`src/rtl/usb_tx_pkg.sv`:
```
// Shared types and constants for the USB full-speed transmit packet sequencer.
package usb_tx_pkg;

  typedef enum logic [2:0] {
    ST_IDLE,
    ST_SYNC,
    ST_PID,
    ST_DATA,
    ST_CRC,
    ST_EOP,
    ST_JIDLE
  } tx_state_t;

  localparam logic [7:0]  SYNC_PATTERN    = 8'h80;
  localparam logic [15:0] CRC16_POLY_REFL = 16'hA001;
  localparam logic [15:0] CRC16_INIT      = 16'hFFFF;

  localparam logic [3:0] PID_ACK   = 4'h2;
  localparam logic [3:0] PID_DATA0 = 4'h3;
  localparam logic [3:0] PID_DATA1 = 4'hB;

  localparam logic [2:0] STUFF_LIMIT = 3'd6;

  function automatic logic [15:0] crc16_step(input logic [15:0] crc, input logic b);
    logic fb;
    fb = crc[0] ^ b;
    return fb ? ((crc >> 1) ^ CRC16_POLY_REFL) : (crc >> 1);
  endfunction

endpackage

```
`src/rtl/usb_crc16_serial.sv`:
```
// Bit-serial reflected CRC16 (USB data CRC); one payload bit per enabled cycle.
module usb_crc16_serial
  import usb_tx_pkg::*;
(
  input  logic        clk,
  input  logic        n_rst,
  input  logic        clear,
  input  logic        bit_en,
  input  logic        bit_in,
  output logic [15:0] crc_out
);

  always_ff @(posedge clk or negedge n_rst) begin
    if (!n_rst)      crc_out <= CRC16_INIT;
    else if (clear)  crc_out <= CRC16_INIT;
    else if (bit_en) crc_out <= crc16_step(crc_out, bit_in);
  end

endmodule

```
`src/rtl/usb_tx_pkt_ctrl.sv`:
```
// USB FS transmit packet sequencer: SYNC, PID, payload, CRC16, EOP with bit stuffing.
// Optional packet/underrun statistics counters are built when USB_TX_STATS_EN is defined.
//
// state    | meaning
// ST_IDLE  | waiting for tx_start, bit timer stopped
// ST_SYNC  | 8 SYNC bits
// ST_PID   | PID byte, LSB first
// ST_DATA  | payload bytes fetched from the FIFO, LSB first
// ST_CRC   | inverted CRC16, LSB first
// ST_EOP   | two SE0 bit periods
// ST_JIDLE | one bit period forcing J before returning to idle
module usb_tx_pkt_ctrl
  import usb_tx_pkg::*;
#(
  parameter int CLKS_PER_BIT = 8
) (
  input  logic        clk,
  input  logic        n_rst,
  input  logic        tx_start,
  input  logic [3:0]  tx_pid,
  input  logic        tx_has_data,
  input  logic [7:0]  tx_byte,
  input  logic        tx_byte_valid,
  input  logic        tx_last,
  output logic        tx_byte_ready,
  output logic        serial_out,
  output logic        encoder_enable,
  output logic        eop_enable,
  output logic        clock_timer,
  output logic        force_j,
  output logic        tx_busy,
  output logic        tx_done,
`ifdef USB_TX_STATS_EN
  output logic [15:0] pkt_count,
  output logic [7:0]  underrun_count,
`endif
  output logic        tx_underrun
);

  localparam int CW = $clog2(CLKS_PER_BIT);
  localparam logic [CW-1:0] CNT_LAST = CW'(CLKS_PER_BIT - 1);

  tx_state_t     state, state_next;
  logic [CW-1:0] cnt;
  logic [3:0]    idx, idx_next;
  logic          stuff, stuff_next;
  logic [2:0]    ones;
  logic [7:0]    shreg;
  logic          last_r, has_data_r, done_r;
  logic [3:0]    pid_r;
  logic [15:0]   crc;

  logic strobe, period_end, start, byte_start, fetch, underrun, line_active, bit_now;
  logic [7:0] pid_byte;

  assign pid_byte    = {~pid_r, pid_r};
  assign strobe      = (state != ST_IDLE) && (cnt == '0);
  assign period_end  = (state != ST_IDLE) && (cnt == CNT_LAST);
  assign start       = (state == ST_IDLE) && tx_start;
  assign byte_start  = (state == ST_DATA) && (idx == 4'd0) && !stuff;
  assign fetch       = strobe && byte_start && tx_byte_valid;
  assign underrun    = strobe && byte_start && !tx_byte_valid;
  // A pending stuffed bit owns the line even after the state has moved on to EOP.
  assign line_active = stuff || (state inside {ST_SYNC, ST_PID, ST_DATA, ST_CRC});

  // Bit driven for the current period; the first bit of a byte bypasses the latch.
  always_comb begin
    bit_now = 1'b0;
    if (!stuff) begin
      case (state)
        ST_SYNC: bit_now = SYNC_PATTERN[idx[2:0]];
        ST_PID:  bit_now = pid_byte[idx[2:0]];
        ST_DATA: bit_now = fetch ? tx_byte[0] : shreg[idx[2:0]];
        ST_CRC:  bit_now = ~crc[idx];
        default: bit_now = 1'b0;
      endcase
    end
  end

  usb_crc16_serial u_crc (
    .clk    (clk),
    .n_rst  (n_rst),
    .clear  (start),
    .bit_en (period_end && (state == ST_DATA) && !stuff),
    .bit_in (bit_now),
    .crc_out(crc)
  );

  always_ff @(posedge clk or negedge n_rst) begin
    if (!n_rst) begin
      state      <= ST_IDLE;
      cnt        <= '0;
      idx        <= '0;
      stuff      <= 1'b0;
      ones       <= '0;
      shreg      <= '0;
      last_r     <= 1'b0;
      has_data_r <= 1'b0;
      pid_r      <= '0;
      done_r     <= 1'b0;
    end else begin
      state  <= state_next;
      idx    <= idx_next;
      stuff  <= stuff_next;
      done_r <= period_end && (state == ST_JIDLE);
      if ((state == ST_IDLE) || period_end) cnt <= '0;
      else                                 cnt <= cnt + 1'b1;
      if (start) begin
        pid_r      <= tx_pid;
        has_data_r <= tx_has_data;
        last_r     <= 1'b0;
        ones       <= '0;
      end
      if (fetch) begin
        shreg  <= tx_byte;
        last_r <= tx_last;
      end
      if (period_end) begin
        if (line_active && bit_now) ones <= ones + 3'd1;
        else                        ones <= '0;
      end
    end
  end

  always_comb begin
    state_next = state;
    idx_next   = idx;
    stuff_next = stuff;
    if (start) begin
      state_next = ST_SYNC;
      idx_next   = '0;
      stuff_next = 1'b0;
    end else if (underrun) begin
      state_next = ST_EOP;
      idx_next   = '0;
    end else if (period_end) begin
      if (stuff) begin
        stuff_next = 1'b0;
      end else begin
        stuff_next = line_active && bit_now && (ones == STUFF_LIMIT - 3'd1);
        idx_next   = idx + 4'd1;
        case (state)
          ST_SYNC: if (idx == 4'd7) begin
            state_next = ST_PID;
            idx_next   = '0;
          end
          ST_PID: if (idx == 4'd7) begin
            idx_next = '0;
            if (!has_data_r)                    state_next = ST_EOP;
            else if (!tx_byte_valid && tx_last) state_next = ST_CRC;
            else                                state_next = ST_DATA;
          end
          ST_DATA: if (idx == 4'd7) begin
            idx_next   = '0;
            state_next = last_r ? ST_CRC : ST_DATA;
          end
          ST_CRC: if (idx == 4'd15) begin
            idx_next   = '0;
            state_next = ST_EOP;
          end
          ST_EOP: if (idx == 4'd1) begin
            idx_next   = '0;
            state_next = ST_JIDLE;
          end
          default: begin
            idx_next   = '0;
            state_next = ST_IDLE;
          end
        endcase
      end
    end
  end

  always_comb begin
    serial_out     = bit_now && !underrun;
    encoder_enable = line_active && !underrun;
    eop_enable     = ((state == ST_EOP) && !stuff) || underrun;
    force_j        = (state == ST_JIDLE);
    clock_timer    = strobe;
    tx_busy        = (state != ST_IDLE);
    tx_done        = done_r;
    tx_byte_ready  = fetch;
    tx_underrun    = underrun;
  end

`ifdef USB_TX_STATS_EN
  always_ff @(posedge clk or negedge n_rst) begin
    if (!n_rst) begin
      pkt_count      <= '0;
      underrun_count <= '0;
    end else begin
      if (done_r) pkt_count <= pkt_count + 16'd1;
      if (underrun && (underrun_count != 8'hFF)) underrun_count <= underrun_count + 8'd1;
    end
  end
`endif

endmodule

```
`config.mk`:
```
export PLATFORM = sky130hd
export DESIGN_NAME = usb_tx_pkt_ctrl
export DESIGN_NICKNAME = d
export VERILOG_FILES = /design/src/rtl/usb_tx_pkg.sv /design/src/rtl/usb_crc16_serial.sv /design/src/rtl/usb_tx_pkt_ctrl.sv
export SDC_FILE = /design/constraint.sdc
export NUM_CORES = 1
export LEC_CHECK = 0
export CORE_MARGIN = 3
export CORE_UTILIZATION = 50
export DETAILED_ROUTE_END_ITERATION = 8
export PLACE_DENSITY = 0.72
export SYNTH_ARGS = -nofsm -noshare
export SYNTH_HDL_FRONTEND = slang
export SYNTH_HIERARCHICAL = 1
export SYNTH_SLANG_ARGS = --single-unit
```
`constraint.sdc`:
```
create_clock -name clk -period 2.8 [get_ports clk]
set_input_delay 0.42 -clock clk [delete_from_list [all_inputs] [get_ports clk]]
set_output_delay 0.42 -clock clk [all_outputs]
set_load 0.005 [all_outputs]
```
==> summary.md, run 1 <==
| Metric | Value |
|---|---|
| Outcome | `finished clean` |
| Top FF cell, synth | `dfrtp_1` |
| Crit path DAT | `roughly 2.2 ns` |
| Yosys top cell area share | `between 20 and 30%` |
| Row count | `25` |
| RR Startpoint | `idx[0]` |
| Async set-reset flop share out of synthesis | `100%` |
| Multi-input gate area | `around 1300 sq um` |
| Min cycle time layout | `about 2.6 ns` |
| DR vias | `slightly below 2000` |
| Synthesized instance count | `roughly 260` |
| Syn avg cell area | `~10 sq um` |
| CTS tree | `done` |
| ANT cells | `0` |
| Least-Margin Pin Slew | `around 0.97 ns` |
| Largest family of logic cells by synthesized area | `simple AND/OR/NAND/NOR gates` |
| R2R Setup Slk | `0.29 ns` |
| Reg-to-Reg End | `u_crc/crc_out[15]` |
| Synthesized flop and latch total | `45` |
| Crit path to | `serial_out` |
| DRC errors left | `0` |
| Vias per cell | `around 5.5` |
| Final worst slack | `~0.17 ns` |
| IO buf count | `26` |
| Filler Cell Count | `between 400 and 500` |
| P_leak | `~0.0013 uW` |
| Iteration-0 DRC Markers | `between 200 and 250` |
| Hpwl dp | `around 4 mm` |
| TritonCTS buffer count | `5` |
| Hold WC Path Type | `primary input to asynchronous set/reset pin` |
| Chip height | `78.5 um` |
| First-pass GRT wire length | `9.40 mm` |
| Root Driver | `clkbuf_8` |
| Post-synthesis simple-gate area fraction | `20.0%` |
| Seq/Total Area, Yosys | `43.6%` |
| Adder-cell area share of the yosys netlist | `under 10%` |
| Final setup violation count | `0` |
| CTS clk-pin slew, worst paths | `0.07 ns` |
| Syn. warnings | `6` |
| R2R cell count | `13` |
| CTS Buffer Depth | `2` |
| Worst skew pair latency | `roughly 0.30 ns` |
| Setup CP Type | `flop to output pin` |
| FMAX | `roughly 0.38 GHz` |
| Routed wire length | `5.45 mm` |
| Final hold vios | `0` |
| Yosys top cell by area | `dfrtp_1` |
| CTS H-tree lvls | `2` |
| Core Region | `~4900 sq um` |
| Starting density of the core | `53.5%` |
| Synth cell count leaders | `dfrtp_1 (29), nand2_1 (28), dfstp_2 (16)` |
| Mux cell area share after synthesis | `under 10%` |
| Global placer's final weighted congestion | `0.853` |
| Xor/xnor share of the synthesized area | `between 1.5 and 2%` |
| Register area | `between 1000 and 1500 sq um` |
| Synth Area in Compound Gates | `14.7%` |
| Vias in the first global route | `1936` |
| EDFF count, synth | `0` |
| Critical Path Source Type | `flop` |
| Largest net degree at the start of global routing | `46` |
| I/O pin count | `27` |
| Most frequent cell after synthesis | `dfrtp_1` |
| Fin Hold WS | `~0.27 ns` |
| CP endpoint kind | `output pin` |
| GRT Util Overall | `about 19%` |
| Die W | `approximately 78 um` |
| DR pass1 iterations | `4` |
| Netlist cell types | `53` |
| Peak VDD IR | `between 500 and 600 uV` |
| Overflow after GRT | `0` |
| Setup_tns | `0 ns` |
| Syn_nets | `285` |
| ANT nets after route | `0` |
| Worst Skew | `a little over 0.01 ns` |
| Initial antenna violation count | `0` |
| Area delta synth->final | `17.3%` |
| Mapped Area | `roughly 2600 sq um` |
| Period utilisation layout | `94.0%` |
| PD cells | `833 nW/um^2` |
| Worst Setup SP | `idx[0]` |
| Layout cells sized above 1 | `roughly a fifth` |
| Synth top area cells | `dfrtp_1 (28%), dfstp_2 (16%), ha_1 (4.8%)` |
| Worst rel slew slack | `35.5%` |
| DR WL/cell | `around 15 um` |
| Max Cap Viol | `0` |
| Fin nets | `~320` |
| CTS Hold Buffers Added | `0` |
| Place WS | `0.0693 ns` |
| Die area | `slightly above 6000 sq um` |
| Fin. max-slew vios | `0` |
| RSZ-0062 raised after global routing | `false` |
| CP required | `around 2.4 ns` |
| Critical path fanouts, max | `8` |
| CTS Sinks | `45` |
[report_power, final]
group / internal, uW / leakage [uW] / switching [uW]
Combinational: 549 / 0.000753 / 535
Sequential: 883 / 0.000548 / 189
Clock: 201 / 0.0000455 / 207
Total: 1630 / 0.00135 / 932
[critical path: stages (launching register included)]
cell	delay, ns
dfrtp_2	0.48
inv_1	0.07
ha_1	0.21
and3b_2	0.23
nand4_4	0.13
clkinv_2	0.07
nand4_1	0.12
o211ai_2	0.13
o21bai_2	0.16
nor2_1	0.06
dlygate4sd2_1	0.26
[cells in the final DEF, fill, tap and decap left out, types with 2 or more instances in the layout]
| cell | count |
|---|---|
| nor3b_1 | 3 |
| xnor2_1 | 3 |
| nor2b_1 | 2 |
| o21ai_0 | 12 |
| a21oi_2 | 2 |
| nand2b_1 | 3 |
| dfrtp_1 | 28 |
| nand3_1 | 9 |
| and2_1 | 14 |
| nor4_1 | 2 |
| o31ai_1 | 3 |
| nor2_1 | 13 |
| a31oi_1 | 2 |
| a21oi_1 | 7 |
| buf_4 | 13 |
| mux2i_1 | 5 |
| nor3_1 | 6 |
| mux4_2 | 3 |
| or3_1 | 2 |
| a211o_1 | 13 |
| nand4_1 | 4 |
| mux2_2 | 10 |
| clkdlybuf4s50_1 | 24 |
| a22o_1 | 2 |
| clkbuf_1 | 2 |
| dfstp_2 | 16 |
| inv_1 | 14 |
| nand2_1 | 28 |
| o211ai_1 | 3 |
| xor2_1 | 2 |
| ha_1 | 10 |
| a311oi_1 | 2 |
| clkbuf_8 | 6 |
[logic make-up after synthesis]
logic type / after synthesis
flip-flops: 45
XOR/XNOR: 5
AND/OR/NAND/NOR: 96
multiplexers: 19
adder cells (fa/ha/maj): 10
AO/OA/AOI/OAI: 53
buffers and inverters: 29
[timing repair]
action,in CTS,in global routing
buffers inserted,1,0
resized for setup,5,0
setup endpoints to repair,1,0
[layer usage]
metal	global-route usage, %	wire, um	vias to the layer above
met5	0	0	-
met4	6.47	63	0
met3	3.90	251	5
met2	27.9	2510	49
met1	28.7	2620	920
li1	-	-	985
[per-stage QoR]
stage / utilization (%) / power, uW / instance area [sq um] / cells
6_report: 62.7 / 2570 / 3080 / 359
3_3_place_gp: 60.7 / 2130 / 2980 / 350
2_1_floorplan: - / 1830 / 2630 / 257
3_5_place_dp: 60.7 / 2150 / 2980 / 350
4_1_cts: 62.7 / 2580 / 3080 / 359
5_1_grt: 62.7 / 2770 / 3080 / 359
[how the worst min path moves through the flow]
stage / cells after the start / startpoint / to / slack [ns]
6_report: 1 / n_rst / ones[1] / 0.27
5_1_grt: 1 / n_rst / ones[1] / 0.35
4_1_cts: 1 / n_rst / state[2] / 0.31
3_5_place_dp: 2 / pid_r[0] / pid_r[0] / 0.46
3_3_place_gp: 1 / cnt[0] / cnt[0] / 0.46
2_1_floorplan: 0 / n_rst / cnt[0] / 0.12
[area by class of cell]
class	instances	area share [%]
Tap cell	67	2.72
Inverter	17	2.11
Multi-Input combinational cell	183	43.6
Timing Repair Buffer	39	11.4
Clock buffer	8	2.92
Sequential cell	45	37.2
[sequential cells by signal, summed over array words and instances, names as in the netlist]
signal and count:
u_crc/crc_out 16, shreg 8, idx 4, pid_r 4, cnt 3, ones 3
state 3, has_data_r 1, last_r 1, stuff 1, tx_done 1
(Power assumes the default switching activity.)
==> run 2, diff against run 1 <==
Settings changed: CAP_MARGIN set to 5, CORE_UTILIZATION 50 to 40, PLACE_DENSITY 0.72 to unset.
==> run 2 against run 1 <==
  * Setup slack worse by 0.0091 ns
  * Sequential power hardly changed
  * Via count is 4.1% higher
  * Total power is 1.1% higher
  * Routed wire length is 7.4% higher
  * Die area is 23% higher
  * Register-to-register slack worse by 0.03 ns
  * Critical endpoint is now eop_enable
  * Highest routed layer unchanged
==> summary.md, run 2 (same netlist as run 1, synthesis figures left out) <==
| Metric | Value |
|---|---|
| Cell family with most CP delay | `simple AND/OR/NAND/NOR gates` |
| First-pass GRT wire length | `9.95 mm` |
| Hold WC Path Type | `primary input to asynchronous set/reset pin` |
| Critical path fanouts, max | `13` |
| Vias in the first global route | `about 2100` |
| Core Region | `6130 sq um` |
| Routed wire length | `about 5.8 mm` |
| Overflow after GRT | `0` |
| DR pass1 iterations | `4` |
| CTS clk-pin slew, worst paths | `0.09 ns` |
| DRC errors left | `0` |
| Max reg flops | `16` |
| Min cycle time layout | `2.64 ns` |
| CP required | `~2.4 ns` |
| Setup_tns | `0 ns` |
| Outcome | `finished clean` |
| Initial antenna violation count | `0` |
| GRT Util Overall | `around 17%` |
| Hpwl dp | `approximately 4.4 mm` |
| Commonest non-fill, non-tap cell in the layout | `nand2_1` |
| PnR Total Power | `between 2000 and 3000 uW` |
| FMAX | `0.379 GHz` |
| Vias per cell | `~5.5` |
| Setup CP Type | `flop to output pin` |
| Final worst slack | `approximately 0.16 ns` |
| R2R cell count | `13` |
| Worst Skew | `around 0.007 ns` |
| Fin nets | `~330` |
| Least-Margin Pin Slew | `between 0.5 and 0.6 ns` |
| Filler Cell Count | `between 500 and 600` |
| Final setup violation count | `0` |
| Most frequent cells in the layout | `nand2_1 (28), dfrtp_1 (27), clkdlybuf4s50_1 (24), buf_4 (19), dfstp_2 (16)` |
| Peak VDD IR | `about 370 uV` |
| Critical-path top delay cell | `clkdlybuf4s50_1` |
| Crit path cell chain | `nor2_1 > nand4b_1 > o31ai_1 > clkdlybuf4s50_1` |
| CP endpoint kind | `output pin` |
| Row count | `28` |
| Die W | `about 87 um` |
| DR WL/cell | `~16 um` |
| TritonCTS buffer count | `5` |
| Register area | `between 1000 and 1500 sq um` |
| Worst skew pair latency | `~0.30 ns` |
| Crit path DAT | `2.22 ns` |
| Period utilisation layout | `between 90% and 100%` |
| Root Driver | `clkbuf_8` |
| CTS Hold Buffers Added | `0` |
| Chip height | `87.0 um` |
| Biggest register | `u_crc/crc_out` |
| CP peak stage delay | `0.56 ns` |
| Max Cap Viol | `0` |
| Global placer's final weighted congestion | `0.854` |
| CP bufs+invs | `1` |
| Area delta synth->final | `19.4%` |
| I/O pin count | `27` |
| ANT cells | `0` |
| Largest net degree at the start of global routing | `20` |
| DR vias | `approximately 2000` |
| Die area | `~7600 sq um` |
| IO buf count | `26` |
| CTS Sinks | `between 40 and 50` |
| ANT nets after route | `0` |
| CTS H-tree lvls | `2` |
| Final hold vios | `0` |
| RSZ-0062 raised after global routing | `false` |
| Starting density of the core | `a little over two fifths` |
| Worst rel slew slack | `between 60% and 70%` |
| Fin. max-slew vios | `0` |
| Place WS | `0.0553 ns` |
| Multi-input gate area | `approximately 1300 sq um` |
| Biggest regs | `u_crc/crc_out x16, shreg x8` |
| CTS Buffer Depth | `2` |
| CTS tree | `done` |
| Levels on crit path | `4` |
| Critical Path Source Type | `flop` |
| Layout Utilization | `51.2%` |
| P_leak | `between 0.001 and 0.0015 uW` |
| Iteration-0 DRC Markers | `roughly 100` |
| Layout cells sized above 1 | `23.5%` |
| PD cells | `between 800 and 900 nW/um^2` |
-- run 2: layout make-up --
cell class / count / share of cell area (%)
clock buffers: 6 / 2.31
inverters: 17 / 2.07
repair buffers: 45 / 12.6
clock inverters: 2 / 0.439
flip-flops and latches: 45 / 36.6
multi-input cells: 183 / 42.9
well taps: 75 / 2.99
-- run 2: path summary, 6_finish.rpt --
path,from,end,slack [ns]
setup / recovery,idx[2],eop_enable,0.16
hold / removal,n_rst,ones[0],0.06
setup reg to reg,idx[0],u_crc/crc_out[15],0.26
hold reg to reg,cnt[0],cnt[0],0.48
max in group asynchronous,n_rst,u_crc/crc_out[8],2.11
min in group clk,cnt[0],cnt[0],0.48
-- run 2: per-layer routing --
layer  vias up  part of all wire (%)  GRT usage, %
met5         -                     0             0
met4         0                   1.4          6.09
met3         6                   2.9          3.03
met2        28                    47          27.0
met1      1004                    49          23.0
li1       1002                     -             -
-- run 2: what timing repair did --
| action | 4_1_cts | 5_1_grt |
|---|---|---|
| buffers inserted | 3 | 0 |
| hold endpoints to repair | 0 | 0 |
| pin swaps | 1 | 0 |
| gates resized for setup | 5 | 1 |
| endpoints found under the setup margin | 1 | 2 |
-- run 2: power by group --
| part | internal [uW] | total [uW] | switching, uW |
|---|---|---|---|
| logic | 568 | 1120 | 548 |
| registers | 884 | 1070 | 189 |
| clock network | 177 | 405 | 228 |
-- run 2: worst reg2reg max path, cell delays in order (launching register included) --
cell and delay [ns]:
dfrtp_2 0.44, inv_1 0.06, ha_1 0.21, and3b_2 0.24, nand4_4 0.13, clkinv_2 0.07, nand4_1 0.14, o211ai_2 0.13
o21bai_2 0.17, buf_4 0.16, inv_1 0.07, xnor2_1 0.25, a21oi_1 0.11, or2_2 0.29
-- run 2: stage by stage --
step,hold slack [ns],cell area [sq um],cells
6_report,0.0557,3140,373
5_1_grt,0.0737,3140,373
4_1_cts,0.0617,3140,373
3_5_place_dp,0.395,3020,362
3_3_place_gp,0.397,3020,362
2_1_floorplan,0.124,2630,257
==> run 3, diff against run 2 <==
Settings changed: CORE_ASPECT_RATIO set to 0.8.
==> run 3 against run 2 <==
  * Routed wire length increased by 1.4%
  * Clock power increased by 25%
  * Fmax increased by 3.1%
  * Design area increased by 0.76%
  * Non-clock buffer count decreased by 1
  * Sequential share of layout area decreased by 0.31 points
  * Global-route usage increased by 0.74 points
  * Total power increased by 4.6%
  * Flip-flop and latch count unchanged
  * Cell count increased by 1.3%
  * Critical path type unchanged
  * Largest cell class unchanged
==> summary.md, run 3 (same netlist as run 1, synthesis figures left out) <==
| Metric | Value |
|---|---|
| Outcome | `finished clean` |
| Dpl cell area | `3040 sq um` |
| Period utilisation layout | `about 91%` |
| Largest net degree at the start of global routing | `44` |
| DR WL/cell | `~16 um` |
| TritonCTS buffer count | `5` |
| Max reg flops | `16` |
| ANT cells | `0` |
| Initial antenna violation count | `0` |
| Overflow after GRT | `0` |
| CP required | `approximately 2.4 ns` |
| Hold WC Path Type | `primary input to asynchronous set/reset pin` |
| CTS clk-pin slew, worst paths | `approximately 0.090 ns` |
| Root Driver | `clkbuf_8` |
| Iteration-0 DRC Markers | `between 100 and 150` |
| Min cycle time layout | `roughly 2.6 ns` |
| Fin. max-slew vios | `0` |
| Final hold vios | `0` |
| Row count | `25` |
| Placed cell count | `between 300 and 400` |
| Die area | `roughly 7600 sq um` |
| Biggest register | `u_crc/crc_out` |
| First-pass GRT wire length | `~10 mm` |
| DRC errors left | `0` |
| I/O pin count | `27` |
| Final instance area | `3160 sq um` |
| CTS tree | `done` |
| Vias in the first global route | `2008` |
| R2R Setup Slk | `0.32 ns` |
| Die W | `between 90 and 100 um` |
| Worst rel slew slack | `between 30% and 40%` |
| Critical Path Source Type | `flop` |
| Register area | `approximately 1100 sq um` |
| Routed wire length | `about 5.9 mm` |
| GRT Util Overall | `between 15 and 20%` |
| Chip height | `approximately 78 um` |
| Worst skew pair latency | `slightly below 0.3 ns` |
| Crit path DAT | `2.14 ns` |
| PD cells | `858 nW/um^2` |
| Most frequent cells in the layout | `nand2_1 (28), dfrtp_1 (28), clkdlybuf4s50_1 (24), buf_4 (18), dfstp_2 (16)` |
| Peak VDD IR | `approximately 370 uV` |
| FMAX | `between 0.3 and 0.4 GHz` |
| DR vias | `a little over 2000` |
| Worst Skew | `approximately 0.0084 ns` |
| Layout cells sized above 1 | `22.6%` |
| Multi-input gate area | `roughly 1300 sq um` |
| Starting density of the core | `between 40% and 50%` |
| Crit path cell chain | `inv_1 > ha_1 > and3b_1 > nand4b_1 > buf_4 > o31ai_1 > clkdlybuf4s50_1` |
| Max Cap Viol | `0` |
| Filler Cell Count | `around 580` |
| ANT nets after route | `0` |
| PnR Total Power | `between 2000 and 3000 uW` |
| CTS Sinks | `45` |
| Setup_tns | `0 ns` |
| Hpwl dp | `between 4 and 5 mm` |
| CP peak stage delay | `approximately 0.54 ns` |
| Core Region | `about 6000 sq um` |
| CP bufs+invs | `3` |
| RSZ-0062 raised after global routing | `false` |
| Critical-path top delay cell | `clkdlybuf4s50_1` |
| P_leak | `0.00139 uW` |
| Cell family with most CP delay | `buffers and inverters` |
| Biggest regs | `u_crc/crc_out x16, shreg x8` |
| Critical path fanouts, max | `7` |
| Area delta synth->final | `20.3%` |
| CTS Buffer Depth | `2` |
| Vias per cell | `between 5 and 6` |
| Fin Hold WS | `approximately 0.26 ns` |
| CTS H-tree lvls | `2` |
| Final setup violation count | `0` |
| DR pass1 iterations | `4` |
| Global placer's final weighted congestion | `around 0.87` |
| Non-filler cells in the finished layout | `~380` |
| Setup CP Type | `flop to output pin` |
| CP endpoint kind | `output pin` |
| IO buf count | `26` |
| Least-Margin Pin Slew | `between 0.9 and 1 ns` |
| Fin nets | `between 300 and 400` |
==> run 3: cell types whose count changed in the layout (fill, tap and decap cells not counted), sizes merged <==
cell         delta
inv             -1
clkbuf          +2
dlygate4sd2     -1
clkinvlp        -1
buf             -1
bufinv          +1
==> run 3: area by class of cell <==
| cell class | count | area share, % |
|---|---|---|
| tap | 81 | 3.21 |
| inverter | 17 | 2.06 |
| clock inverter | 1 | 0.950 |
| multi-input combinational | 183 | 42.6 |
| timing repair buffer | 44 | 12.2 |
| sequential | 45 | 36.3 |
| clock buffer | 7 | 2.73 |
==> run 3: final timing paths <==
path,depth (start not counted),from,to
setup / recovery,7,idx[0],eop_enable
hold / removal,1,n_rst,shreg[5]
min in group clk,1,cnt[0],cnt[0]
max in group asynchronous,2,n_rst,u_crc/crc_out[13]
setup reg to reg,11,idx[0],u_crc/crc_out[15]
hold reg to reg,1,cnt[0],cnt[0]
==> run 3: worst register-to-register path, cell delays in order, from the launching register on <==
cell      delay, ns
dfrtp_2        0.45
buf_4          0.14
mux4_2         0.48
mux2i_1        0.18
nor2_1         0.07
o211ai_2       0.19
o21bai_2       0.09
buf_4          0.16
inv_1          0.09
xnor2_1        0.17
a21oi_1        0.10
or2_2          0.30
==> run 3: report_power, final <==
| part | internal (uW) | switching [uW] | total, uW | leakage (uW) |
|---|---|---|---|---|
| clock | 291 | 216 | 508 | 0.0000585 |
| sequential | 884 | 181 | 1060 | 0.000548 |
| combinational | 567 | 574 | 1140 | 0.000780 |
| total | 1740 | 971 | 2710 | 0.00139 |
==> run 3: timing repair <==
action                                  in CTS  in global routing
resized for setup                            3                  2
hold buffers                                 0                  0
pin swaps                                    1                  1
endpoints found under the setup margin       1                  1
buffers inserted                             0                  1
==> run 3: metrics by stage <==
stage          setup WS, ns  utilization [%]
3_3_place_gp          0.165             49.5
4_1_cts               0.147             51.5
5_1_grt              0.0301             51.6
2_1_floorplan         0.324                -
3_5_place_dp          0.101             49.5
6_report              0.239             51.6
==> run 3: layer usage <==
layer | GRT usage, % | part of all wire [%] | wire (um)
met5 | 0 | 0 | 0
met4 | 4.62 | 0.49 | 29
met2 | 23.2 | 41 | 2460
met1 | 28.1 | 52 | 3070
met3 | 4.60 | 6.3 | 374
